===== src/rtl/uart_pkg.sv =====
// rtl/uart_pkg.sv - shared UART defaults, bit-period derivation and FSM state encoding
package uart_pkg;

  localparam int DEF_CLK_FREQ = 100_000_000;
  localparam int DEF_UART_BPS = 2_500_000;

  localparam logic [1:0] ST_IDLE  = 2'd0;
  localparam logic [1:0] ST_START = 2'd1;
  localparam logic [1:0] ST_DATA  = 2'd2;
  localparam logic [1:0] ST_STOP  = 2'd3;

  function automatic int calc_bps_cnt(input int clk_freq, input int uart_bps);
    return clk_freq / uart_bps;
  endfunction

  // A one-clock bit period still needs a one-bit counter.
  function automatic int calc_cnt_width(input int bps_cnt);
    return (bps_cnt > 1) ? $clog2(bps_cnt) : 1;
  endfunction

endpackage


===== src/rtl/uart_baud_gen.sv =====
// rtl/uart_baud_gen.sv - bit-period counter with clear input and end-of-bit tick
module uart_baud_gen
  import uart_pkg::*;
#(
  parameter int BPS_CNT = 40
) (
  input  logic clk,
  input  logic rst_n,
  input  logic clr,
  output logic tick
);

  localparam int              CW   = calc_cnt_width(BPS_CNT);
  localparam logic [CW-1:0]   LAST = CW'(BPS_CNT - 1);

  logic [CW-1:0] cnt;

  // Held at zero while cleared so every state entry starts a fresh bit period.
  always_ff @(posedge clk) begin
    if (rst_n || clr) begin
      cnt <= '0;
    end else if (cnt == LAST) begin
      cnt <= '0;
    end else begin
      cnt <= cnt + CW'(1);
    end
  end

  assign tick = !clr && (cnt == LAST);

endmodule


===== src/rtl/uart_send.sv =====
// rtl/uart_send.sv - 8N1 UART transmitter with registered serial output
module uart_send
  import uart_pkg::*;
#(
  parameter int CLK_FREQ = DEF_CLK_FREQ,
  parameter int UART_BPS = DEF_UART_BPS
) (
  input  logic       clk,
  input  logic       rst_n,
  input  logic       uart_en,
  input  logic [7:0] uart_din,
  output logic       uart_txd,
  output logic       uart_tx_busy,
  output logic       uart_tx_done
);

  localparam int BPS_CNT = calc_bps_cnt(CLK_FREQ, UART_BPS);

  logic [1:0] state;
  logic [7:0] shift_reg;
  logic [2:0] bit_cnt;
  logic       bit_tick;
  logic       baud_clr;

  assign baud_clr = (state == ST_IDLE);

  uart_baud_gen #(
    .BPS_CNT (BPS_CNT)
  ) u_baud_gen (
    .clk   (clk),
    .rst_n (rst_n),
    .clr   (baud_clr),
    .tick  (bit_tick)
  );

  always_ff @(posedge clk) begin
    if (rst_n) begin
      state        <= ST_IDLE;
      shift_reg    <= '0;
      bit_cnt      <= '0;
      uart_txd     <= 1'b1;
      uart_tx_busy <= 1'b0;
      uart_tx_done <= 1'b0;
    end else begin
      uart_tx_done <= 1'b0;
      case (state)
        ST_IDLE: begin
          // The start bit goes out from the register loaded on the accepting edge.
          if (uart_en) begin
            shift_reg    <= uart_din;
            bit_cnt      <= '0;
            uart_txd     <= 1'b0;
            uart_tx_busy <= 1'b1;
            state        <= ST_START;
          end else begin
            uart_txd     <= 1'b1;
            uart_tx_busy <= 1'b0;
          end
        end
        ST_START: begin
          if (bit_tick) begin
            bit_cnt  <= '0;
            uart_txd <= shift_reg[0];
            state    <= ST_DATA;
          end
        end
        ST_DATA: begin
          if (bit_tick) begin
            if (bit_cnt == 3'd7) begin
              uart_txd <= 1'b1;
              state    <= ST_STOP;
            end else begin
              bit_cnt  <= bit_cnt + 3'd1;
              uart_txd <= shift_reg[bit_cnt + 3'd1];
            end
          end
        end
        ST_STOP: begin
          if (bit_tick) begin
            uart_txd     <= 1'b1;
            uart_tx_busy <= 1'b0;
            uart_tx_done <= 1'b1;
            state        <= ST_IDLE;
          end
        end
        default: begin
          uart_txd     <= 1'b1;
          uart_tx_busy <= 1'b0;
          state        <= ST_IDLE;
        end
      endcase
    end
  end

endmodule


===== config.mk =====
export PLATFORM = sky130hd
export DESIGN_NAME = uart_send
export DESIGN_NICKNAME = d
export VERILOG_FILES = /design/src/rtl/uart_pkg.sv /design/src/rtl/uart_baud_gen.sv /design/src/rtl/uart_send.sv
export SDC_FILE = /design/constraint.sdc
export NUM_CORES = 1
export LEC_CHECK = 0
export BUFFER_PORTS_ARGS = -buffer_cell sky130_fd_sc_hd__buf_2
export CELL_PAD_IN_SITES_DETAIL_PLACEMENT = 0
export CELL_PAD_IN_SITES_GLOBAL_PLACEMENT = 1
export CORE_UTILIZATION = 46
export DETAILED_ROUTE_END_ITERATION = 10
export GPL_TIMING_DRIVEN = 0
export HOLD_SLACK_MARGIN = 0.12
export MAX_ROUTING_LAYER = met4
export PLACE_DENSITY = 0.92
export REMOVE_ABC_BUFFERS = 1
export SLEW_MARGIN = 15
export SYNTH_ARGS = -nofsm -noshare
export SYNTH_HDL_FRONTEND = slang
export SYNTH_SLANG_ARGS = --single-unit

===== constraint.sdc =====
create_clock -name clk -period 3.4 [get_ports clk]
set_input_delay 0.68 -clock clk [delete_from_list [all_inputs] [get_ports clk]]
set_output_delay 0.68 -clock clk [all_outputs]
set_load 0.01 [all_outputs]

# Word level (Yosys, flattened, before mapping)
# Index checks and enable logic that the tools add are counted.
dict set report op_classes {
  n_addsub 2
  magnitude_cmp 1
  eq_ne 11
  mux 23
  bitwise_logic 1
  n_reduce_logical 13
}
# cell n
set op_table {}
lappend op_table {{3-bit two-way mux} 4}
lappend op_table {{2-bit inequality test (second input constant)} 6}
lappend op_table {{2-bit two-way mux} 5}
lappend op_table {{5-bit AND reduction} 2}
lappend op_table {{1-bit two-way mux} 9}
lappend op_table {{3-bit case mux with 3 select lines} 1}
lappend op_table {{2-bit case mux with 4 select lines} 1}
lappend op_table {{6-bit by 1-bit adder with 6-bit output (second input constant)} 1}
lappend op_table {{6-bit == test (second input constant)} 1}
lappend op_table {{2-bit == test (second input constant)} 2}
lappend op_table {{3-bit by 4-bit < comparator with 1-bit output (second input constant)} 1}
lappend op_table {{1-bit case mux with 4 select lines} 1}
lappend op_table {{2-bit AND reduction} 2}
lappend op_table {{2-bit OR reduction} 2}
lappend op_table {{3-bit by 1-bit adder with 3-bit output (second input constant)} 1}
lappend op_table {{1-bit binary-select mux with 3-bit select} 1}
lappend op_table {{3-bit == test (second input constant)} 1}
lappend op_table {{3-bit AND reduction} 1}
lappend op_table {{3-bit nonzero test} 1}
lappend op_table {{2-bit by 1-bit == test with 1-bit output (second input constant)} 1}
lappend op_table {{2-bit zero test} 1}
lappend op_table {{1-bit case mux with 2 select lines} 1}
lappend op_table {{2-bit nonzero test} 1}
lappend op_table {{1-bit logical AND} 1}
lappend op_table {{3 further kinds} 3}
dict set report totals {
  ff_bits 22
  input_bits 11
  out_inout_bits 3
  word_cells 58
}

# Depth between registers and ports, before layout
# Gate-level depths: netlist of the first run.
dict set report logic_depth {
  word_depth 6
  ltp_mapped 7
  mapped_depth_nobuf 7
}

# Cells and area by module
# Synthesis of the first run repeated with hierarchy kept, for this count alone.
dict set report hier_totals {
  cells_unflattened 124
  hier_area_um2 1088.5
}
# mod instances cells_per_inst area_each_um2 seq_area_each_um2
set modules_own_cells {}
lappend modules_own_cells {uart_send 1 98 840.8 320.3}
lappend modules_own_cells {uart_baud_gen 1 26 247.7 120.1}

# Least setup slack after synthesis of the first run
# Ideal clock, no wire load.
dict set report synth_timing {
  path_type {register to register}
  from {register bit_cnt[0]}
  to {register uart_txd}
  setup_time_ps 120
  t_arrival_ps 1595
  slack_ps 1686
  path_stages_with_launch 8
  path_buffers 0
  cell_sequence {dfxtp_1 ha_1 ha_1 nand2_1 nor2_1 o41ai_1 a221oi_1 a211o_1}
}
dict set report synth_between {
  elab_chain_len 6
  word_cells_on_any_way 7
  classes_between {add/sub (1); eq/ne (1); mux (5)}
}
# element line
set synth_lines {}
lappend synth_lines {{from (decl)} uart_send.sv:21} ;# logic [2:0] bit_cnt;
lappend synth_lines {{from (signal assigned)} uart_send.sv:73} ;# bit_cnt <= bit_cnt + 3'd1;
lappend synth_lines {{3-bit by 1-bit adder with 3-bit output} uart_send.sv:74} ;# uart_txd <= shift_reg[bit_cnt + 3'd1];
lappend synth_lines {{1-bit binary-select mux with 3-bit select} uart_send.sv:74}
lappend synth_lines {{1-bit two-way mux (implied by the code)} uart_send.sv:74}
lappend synth_lines {{1-bit two-way mux *} uart_send.sv:69} ;# if (bit_cnt == 3'd7) begin
lappend synth_lines {{1-bit two-way mux *} uart_send.sv:68} ;# if (bit_tick) begin
lappend synth_lines {{1-bit case mux with 4 select lines *} uart_send.sv:46} ;# case (state)
lappend synth_lines {{to (signal assigned)} uart_send.sv:63} ;# uart_txd <= shift_reg[0];
lappend synth_lines {{to (signal assigned)} uart_send.sv:74}
lappend synth_lines {{to (decl)} uart_send.sv:12} ;# output logic uart_txd,
# Mark *: on every way between the ends. The rest lies on a longest branch, timed or not. The select of a mux whose other input is x is not followed.
# A chain may end at the register's enable or synchronous reset.

# Final worst setup path of the first run
dict set report layout_timing {
  from {register state[0]}
  to {register state[0]}
}
dict set report layout_between {
  elab_chain_len 5
  word_cells_on_any_way 13
  classes_between {eq/ne (8); mux (1); reduce/logical (4)}
}
# element line
set layout_lines {}
lappend layout_lines {{from (decl)} uart_send.sv:19} ;# logic [1:0] state;
lappend layout_lines {{from (signal assigned)} uart_send.sv:38} ;# state <= ST_IDLE;
lappend layout_lines {{from (signal assigned)} uart_send.sv:54} ;# state <= ST_START;
lappend layout_lines {{from (signal assigned)} uart_send.sv:64} ;# state <= ST_DATA;
lappend layout_lines {{2-bit zero test} {uart_send.sv:25, uart_send.sv:46}}
lappend layout_lines {{1-bit zero test} uart_baud_gen.sv:29} ;# assign tick = !clr && (cnt == LAST);
lappend layout_lines {{1-bit logical AND} uart_baud_gen.sv:29}
lappend layout_lines {{2-bit inequality test (no line)} -}
lappend layout_lines {{5-bit AND reduction (no line)} -}
# Several ways; a longest one is shown, not always the timed one.

==> results of run 1 <==
==> per-stage QoR <==
stage	hold WS (ns)	utilization	power (W)	instance area, um2
after floorplan	0.413	-	0.000607	1120
after global placement	0.427	0.531	0.000681	1220
after detailed placement	0.432	0.531	0.000695	1220
after CTS	0.449	0.540	0.000812	1240
after global routing	0.455	0.540	0.000865	1240
final	0.446	0.540	0.000804	1240
==> cells by family after synthesis <==
logic type | Yosys count | share of synthesized area
xor+xnor | 4 | 0.0304
compound gates | 27 | 0.153
buf+inv | 11 | 0.0434
mux | 5 | 0.0434
flops | 22 | 0.382
fa+ha+maj | 8 | 0.0868
simple gates | 54 | 0.261
==> final timing paths <==
path	from	endpoint	depth (start not counted)
setup / recovery	state[0]	state[0]	6
hold / removal	u_baud_gen.cnt[0]	u_baud_gen.cnt[0]	1
setup reg to reg	state[0]	state[0]	6
hold reg to reg	u_baud_gen.cnt[0]	u_baud_gen.cnt[0]	1
==> placed cells by master (no fill, tap or decap), types with 2 or more instances in the layout <==
| master | synthesis | final |
|---|---|---|
| nand3_1 | 12 | 12 |
| inv_1 | 4 | 4 |
| nor3_1 | 2 | 2 |
| nor2_1 | 12 | 12 |
| nand4_1 | 2 | 2 |
| xor2_1 | 2 | 2 |
| a21oi_1 | 13 | 13 |
| o21ai_0 | 3 | 3 |
| clkbuf_4 | 0 | 3 |
| xnor2_1 | 2 | 2 |
| nand2b_1 | 3 | 3 |
| dfxtp_1 | 22 | 22 |
| buf_2 | 1 | 13 |
| ha_1 | 8 | 8 |
| mux2i_1 | 5 | 5 |
| nand2_1 | 12 | 12 |
==> cell type report <==
cell class,count,area (um2)
fillers,235,1060
well taps,28,35.0
multi-input cells,98,663
flip-flops and latches,22,440
inverters,4,15.0
clock buffers,3,22.5
repair buffers,13,65.1
==> power groups by stage <==
stage	Combinational (W)	Sequential, W	Clock [W]
2_1_floorplan	0.000278	0.000329	0
3_3_place_gp	0.000351	0.000329	0
3_5_place_dp	0.000363	0.000332	0
4_1_cts	0.000368	0.000325	0.000119
5_1_grt	0.000408	0.000329	0.000127
6_report	0.000363	0.000325	0.000115
==> layer usage <==
metal / wire [um] / part of all wire
met5: 0 / 0
met1: 1060 / 0.49
met4: 17 / 0.0078
met3: 101 / 0.047
met2: 985 / 0.45
==> results.toml, run 1 <==
[clock_tree]
clkLatencyLatePin_ns = 0.30
post_cts_buffers = 0
clockBufferDepth = 2
clk_pin_slew_ns = 0.12
cts_root_buf = "clkbuf_4"
cts_tree = "built"
h-tree-depth = 1
post_cts_resize_count = 0
clock_sink_count = 22
holdBufCountCts = 0
cts_buffers = 3

[die]
die_height_um = 52.1
fp.dieArea_um2 = 2710
row_count = 17
io_pins = 14
die_w_um = 52.1
initial_utilization = 0.502
coreArea_um2 = 2300

[timing]
tightest_slew_ns = 0.604
rsz0062_at_grt = "false"
min_period_ns = 2.00
clock_skew_ns = 0.00238
finalSetupViolCount = 0
timing.final.ws_setup_ns = 1.40
relSlewSlack = 0.597
finalCritPeriodShare = 0.588
final-max-slew-violation-count = 0
final_hold_viol_count = 0
fmaxAchievable_mhz = 500
finalSetupTns_ns = 0

[finish]
n_antenna_cell = 0
nets = 161
syn_to_final_growth_pct = 7.59
drive_above_1_share = 0.157
finalNonFillerCells = 168
largest_reg_flops = 8

[synthesis]
synth-edff-count = 0
synth_top_area_frac = 0.382
synth_cell_type_count = 39
synth_area_leader_cell = "dfxtp_1"
dominantRegCellSynth = "dfxtp_1"
synth_cells = 131
ys_warn_count = 0
synth_most_common_cell = "dfxtp_1"
synthTopCellsByArea = "dfxtp_1 (38%), ha_1 (8.7%), a21oi_1 (5.6%)"
async_flop_share = 0
netlist_area_um2 = 1150
yosysSeqAreaShare = 0.382
yosys-top-cells-count = "dfxtp_1 (22), a21oi_1 (13), nand2_1 (12), nand3_1 (12), nor2_1 (12)"
ys_seq_elements = 22
synth_area_per_cell_um2 = 8.81

[detailed_routing]
vias = 906
ant_nets = 0
avgRoutedWirePerCell_um = 12.9
wl_um = 2170
firstDrtPassIters = 4
drc = 0
via_per_inst = 5.39
drt_iter0_drc = 18

[global_routing]
grt_first_pass_wirelength_um = 3670
grt_use_met1 = 0.254
grt_max_degree = 19
grt_use_met2 = 0.280
grt_antenna_before_repair = 0
grt_pass1_vias = 849
met3_usage = 0.0351
grt_overflow_total = 0
grt_use_total = 0.190
busiest_layer = "met2"

[pwr]
power.leakage_nw = 0.511
combPwrFrac = 0.452
p_seq_frac = 0.405
p_int_w = 0.000482
power_density_nw_per_um2 = 647
vdd_drop_max_v = 0.000344
power.net_switching_w = 0.000322
sw_frac_of_total = 0.401
pwr-share-clk = 0.143

[place]
place_ws_ns = 1.41
io_buffers = 13
dp.final_hpwl_um = 1580
dp.cells = 165
gp_congestion = 0.814

[worst_setup_path]
slowest_stage = "ha_1"
critPathRequiredTime_ns = 3.59
critPathCaptureType = "register"
crit_chain = "inv_1 -> ha_1 -> nor3_4 -> nand2_1 -> a2111oi_2 -> a211oi_2"
critical_path_buf_inv_count = 1
critPathLaunchType = "register"
worst-path-max-fanout = 16
worst-setup-path-type = "reg2reg"
max_stage_delay_ns = 0.42
crit_family = "compound AO/OA/AOI/OAI gates"
arrival_ns = 2.19
timing.reg2reg.setup_slack_ns = 1.40

[hold_path]
hold_class = "reg2reg"

[status]
status = "finished clean"

[job]
maxCapViolations = 0
Note: power is estimated with default switching activity, not from simulation.
==> inputs of run 2 (changes only) <==
--- a/config.mk
+++ b/config.mk
@@ -5,15 +5,16 @@
 export SDC_FILE = /design/constraint.sdc
 export NUM_CORES = 1
 export LEC_CHECK = 0
+export ABC_AREA = 1
 export BUFFER_PORTS_ARGS = -buffer_cell sky130_fd_sc_hd__buf_2
 export CELL_PAD_IN_SITES_DETAIL_PLACEMENT = 0
 export CELL_PAD_IN_SITES_GLOBAL_PLACEMENT = 1
-export CORE_UTILIZATION = 46
+export CORE_UTILIZATION = 36
 export DETAILED_ROUTE_END_ITERATION = 10
 export GPL_TIMING_DRIVEN = 0
 export HOLD_SLACK_MARGIN = 0.12
 export MAX_ROUTING_LAYER = met4
-export PLACE_DENSITY = 0.92
+export PLACE_DENSITY = 0.83
 export REMOVE_ABC_BUFFERS = 1
 export SLEW_MARGIN = 15
 export SYNTH_ARGS = -nofsm -noshare
==> constraint.sdc (replaced) <==
create_clock -name clk -period 1.8 [get_ports clk]
set_input_delay 0.36 -clock clk [delete_from_list [all_inputs] [get_ports clk]]
set_output_delay 0.36 -clock clk [all_outputs]
set_load 0.01 [all_outputs]
==> results.toml, run 2 <==
[place]
gp_congestion = 0.814
dpl-instance-area_um2 = 1190
io_buffers = 13
dp.final_hpwl_um = 1710
dp.cells = 193

[timing]
finalSetupViolCount = 0
relSlewSlack = 0.692
min_period_ns = 1.66
clock_skew_ns = 0.00144
final-max-slew-violation-count = 0
tightest_slew_ns = 0.460
finalSetupTns_ns = 0
final_hold_viol_count = 0
rsz0062_at_grt = "false"
fmaxAchievable_mhz = 601
whs_ns = 0.287
finalCritPeriodShare = 0.925

[finish]
largest_reg_flops = 8
finalNonFillerCells = 197
ff_latch_area_um2 = 440
multi_input_area_um2 = 563
syn_to_final_growth_pct = 14.4
n_antenna_cell = 0
final_common_cell = "nor2_1"
fillers = 285
nets = 186
mostFrequentLayoutCells = "nor2_1 (27), dfxtp_1 (22), nand2_1 (21), inv_1 (17), buf_2 (13)"
fin_area_um2 = 1240
drive_above_1_share = 0.163

[synthesis]
synth_cells = 150
yosys-top-cells-count = "nor2_1 (27), dfxtp_1 (22), nand2_1 (21)"
synth_most_common_cell = "nor2_1"
netlist_area_um2 = 1090
synthTopCellsByArea = "dfxtp_1 (41%), nor2_1 (9.3%), ha_1 (9.2%)"
synth_area_per_cell_um2 = 7.25
synth-edff-count = 0
synth_cell_type_count = 24
ys_warn_count = 0
yosysSeqAreaShare = 0.405
dominantRegCellSynth = "dfxtp_1"
synth_top_area_frac = 0.405
synth_area_leader_cell = "dfxtp_1"
ys_seq_elements = 22
async_flop_share = 0

[worst_setup_path]
max_stage_delay_ns = 0.42
critPathLaunchType = "register"
cp_common_cell = "inv_1"
critical_path_buf_inv_count = 2
worst-path-max-fanout = 6
crit_chain = "inv_1 -> ha_1 -> inv_1 -> o21ai_1 -> nor2_1 -> nand2_1 -> a21oi_1 -> nor3_1"
crit_family = "flip-flops"
slowest_stage = "dfxtp_1"
worst-setup-path-type = "reg2reg"
arrival_ns = 1.88
critPathRequiredTime_ns = 2.02
critPathCaptureType = "register"

[clock_tree]
post_cts_buffers = 0
clockBufferDepth = 2
clock_sink_count = 22
holdBufCountCts = 0
clkLatencyLatePin_ns = 0.31
h-tree-depth = 1
cts_root_buf = "clkbuf_4"
cts_buffers = 3
post_cts_resize_count = 0
clk_pin_slew_ns = 0.13
cts_tree = "built"

[pwr]
power_density_nw_per_um2 = 1450
power.leakage_nw = 0.556
vdd_drop_max_v = 0.000522
p_total_w = 0.00180

[detailed_routing]
wl_um = 2140
firstDrtPassIters = 7
via_per_inst = 4.83
drt_iter0_drc = 16
drc = 2
vias = 951
avgRoutedWirePerCell_um = 10.9
ant_nets = 0

[status]
status = "finished with violations"
violations = "design-rule violations"

[global_routing]
grt_max_degree = 14
grt_pass1_vias = 954
grt_use_total = 0.151
grt_first_pass_wirelength_um = 3690
grt_antenna_before_repair = 0
grt_overflow_total = 0

[die]
coreArea_um2 = 2810
initial_utilization = 0.388
fp.dieArea_um2 = 3240
io_pins = 14
row_count = 19
die_w_um = 57.0
die_height_um = 57.0

[job]
maxCapViolations = 0

[hold_path]
hold_class = "in2reg"
run 2: changes by cell type after synthesis, moves of 3 or more:
cell / delta
nor2_1: +15
inv_1: +13
nand2_1: +9
o21ai_0: +7
a21oi_1: -5
mux2i_1: -5
clkbuf_1: -4
nand2_2: +4
nand2b_1: -3
nand3_1: -3
nor3_1: +3
o21ai_1: +3
run 2: power by group:
part           internal (W)  switching (W)
Combinational      0.000285       0.000441
Sequential         0.000605      0.0000854
Clock              0.000225       0.000157
Total               0.00112       0.000684
run 2: cell type report:
class	instances	share of cell area
Sequential cell	22	0.354
Clock inverter	1	0.0241
Multi-Input combinational cell	106	0.453
Tap cell	31	0.0312
Inverter	21	0.0674
Clock buffer	3	0.0181
Timing Repair Buffer	13	0.0523
run 2: worst paths after layout:
path	depth (start not counted)	startpoint	slack, ns	end
worst max-delay path	8	state[0]	0.14	bit_cnt[0]
worst min register to register	1	u_baud_gen.cnt[0]	0.48	u_baud_gen.cnt[0]
worst min-delay path	2	rst_n	0.29	uart_tx_busy
worst max register to register	8	state[0]	0.14	bit_cnt[0]
run 2: layer usage:
metal | GRT usage | share of wire
met3 | 0.0204 | 0.022
met1 | 0.151 | 0.45
met5 | - | 0
met4 | 0.0732 | 0.017
met2 | 0.284 | 0.51
run 2: kinds of logic after synthesis:
family	Yosys count	share of synthesized area
adder cells (fa/ha/maj)	8	0.0921
buffers and inverters	22	0.0771
AO/OA/AOI/OAI	25	0.123
XOR/XNOR	2	0.0161
flip-flops	22	0.405
AND/OR/NAND/NOR	71	0.287
run 2: per-stage QoR:
step,setup slack (ns),utilization
after CTS,0.148,0.442
after detailed placement,0.166,0.423
after global placement,0.232,0.423
after global routing,0.0163,0.443
final,0.136,0.443
after floorplan,0.370,-
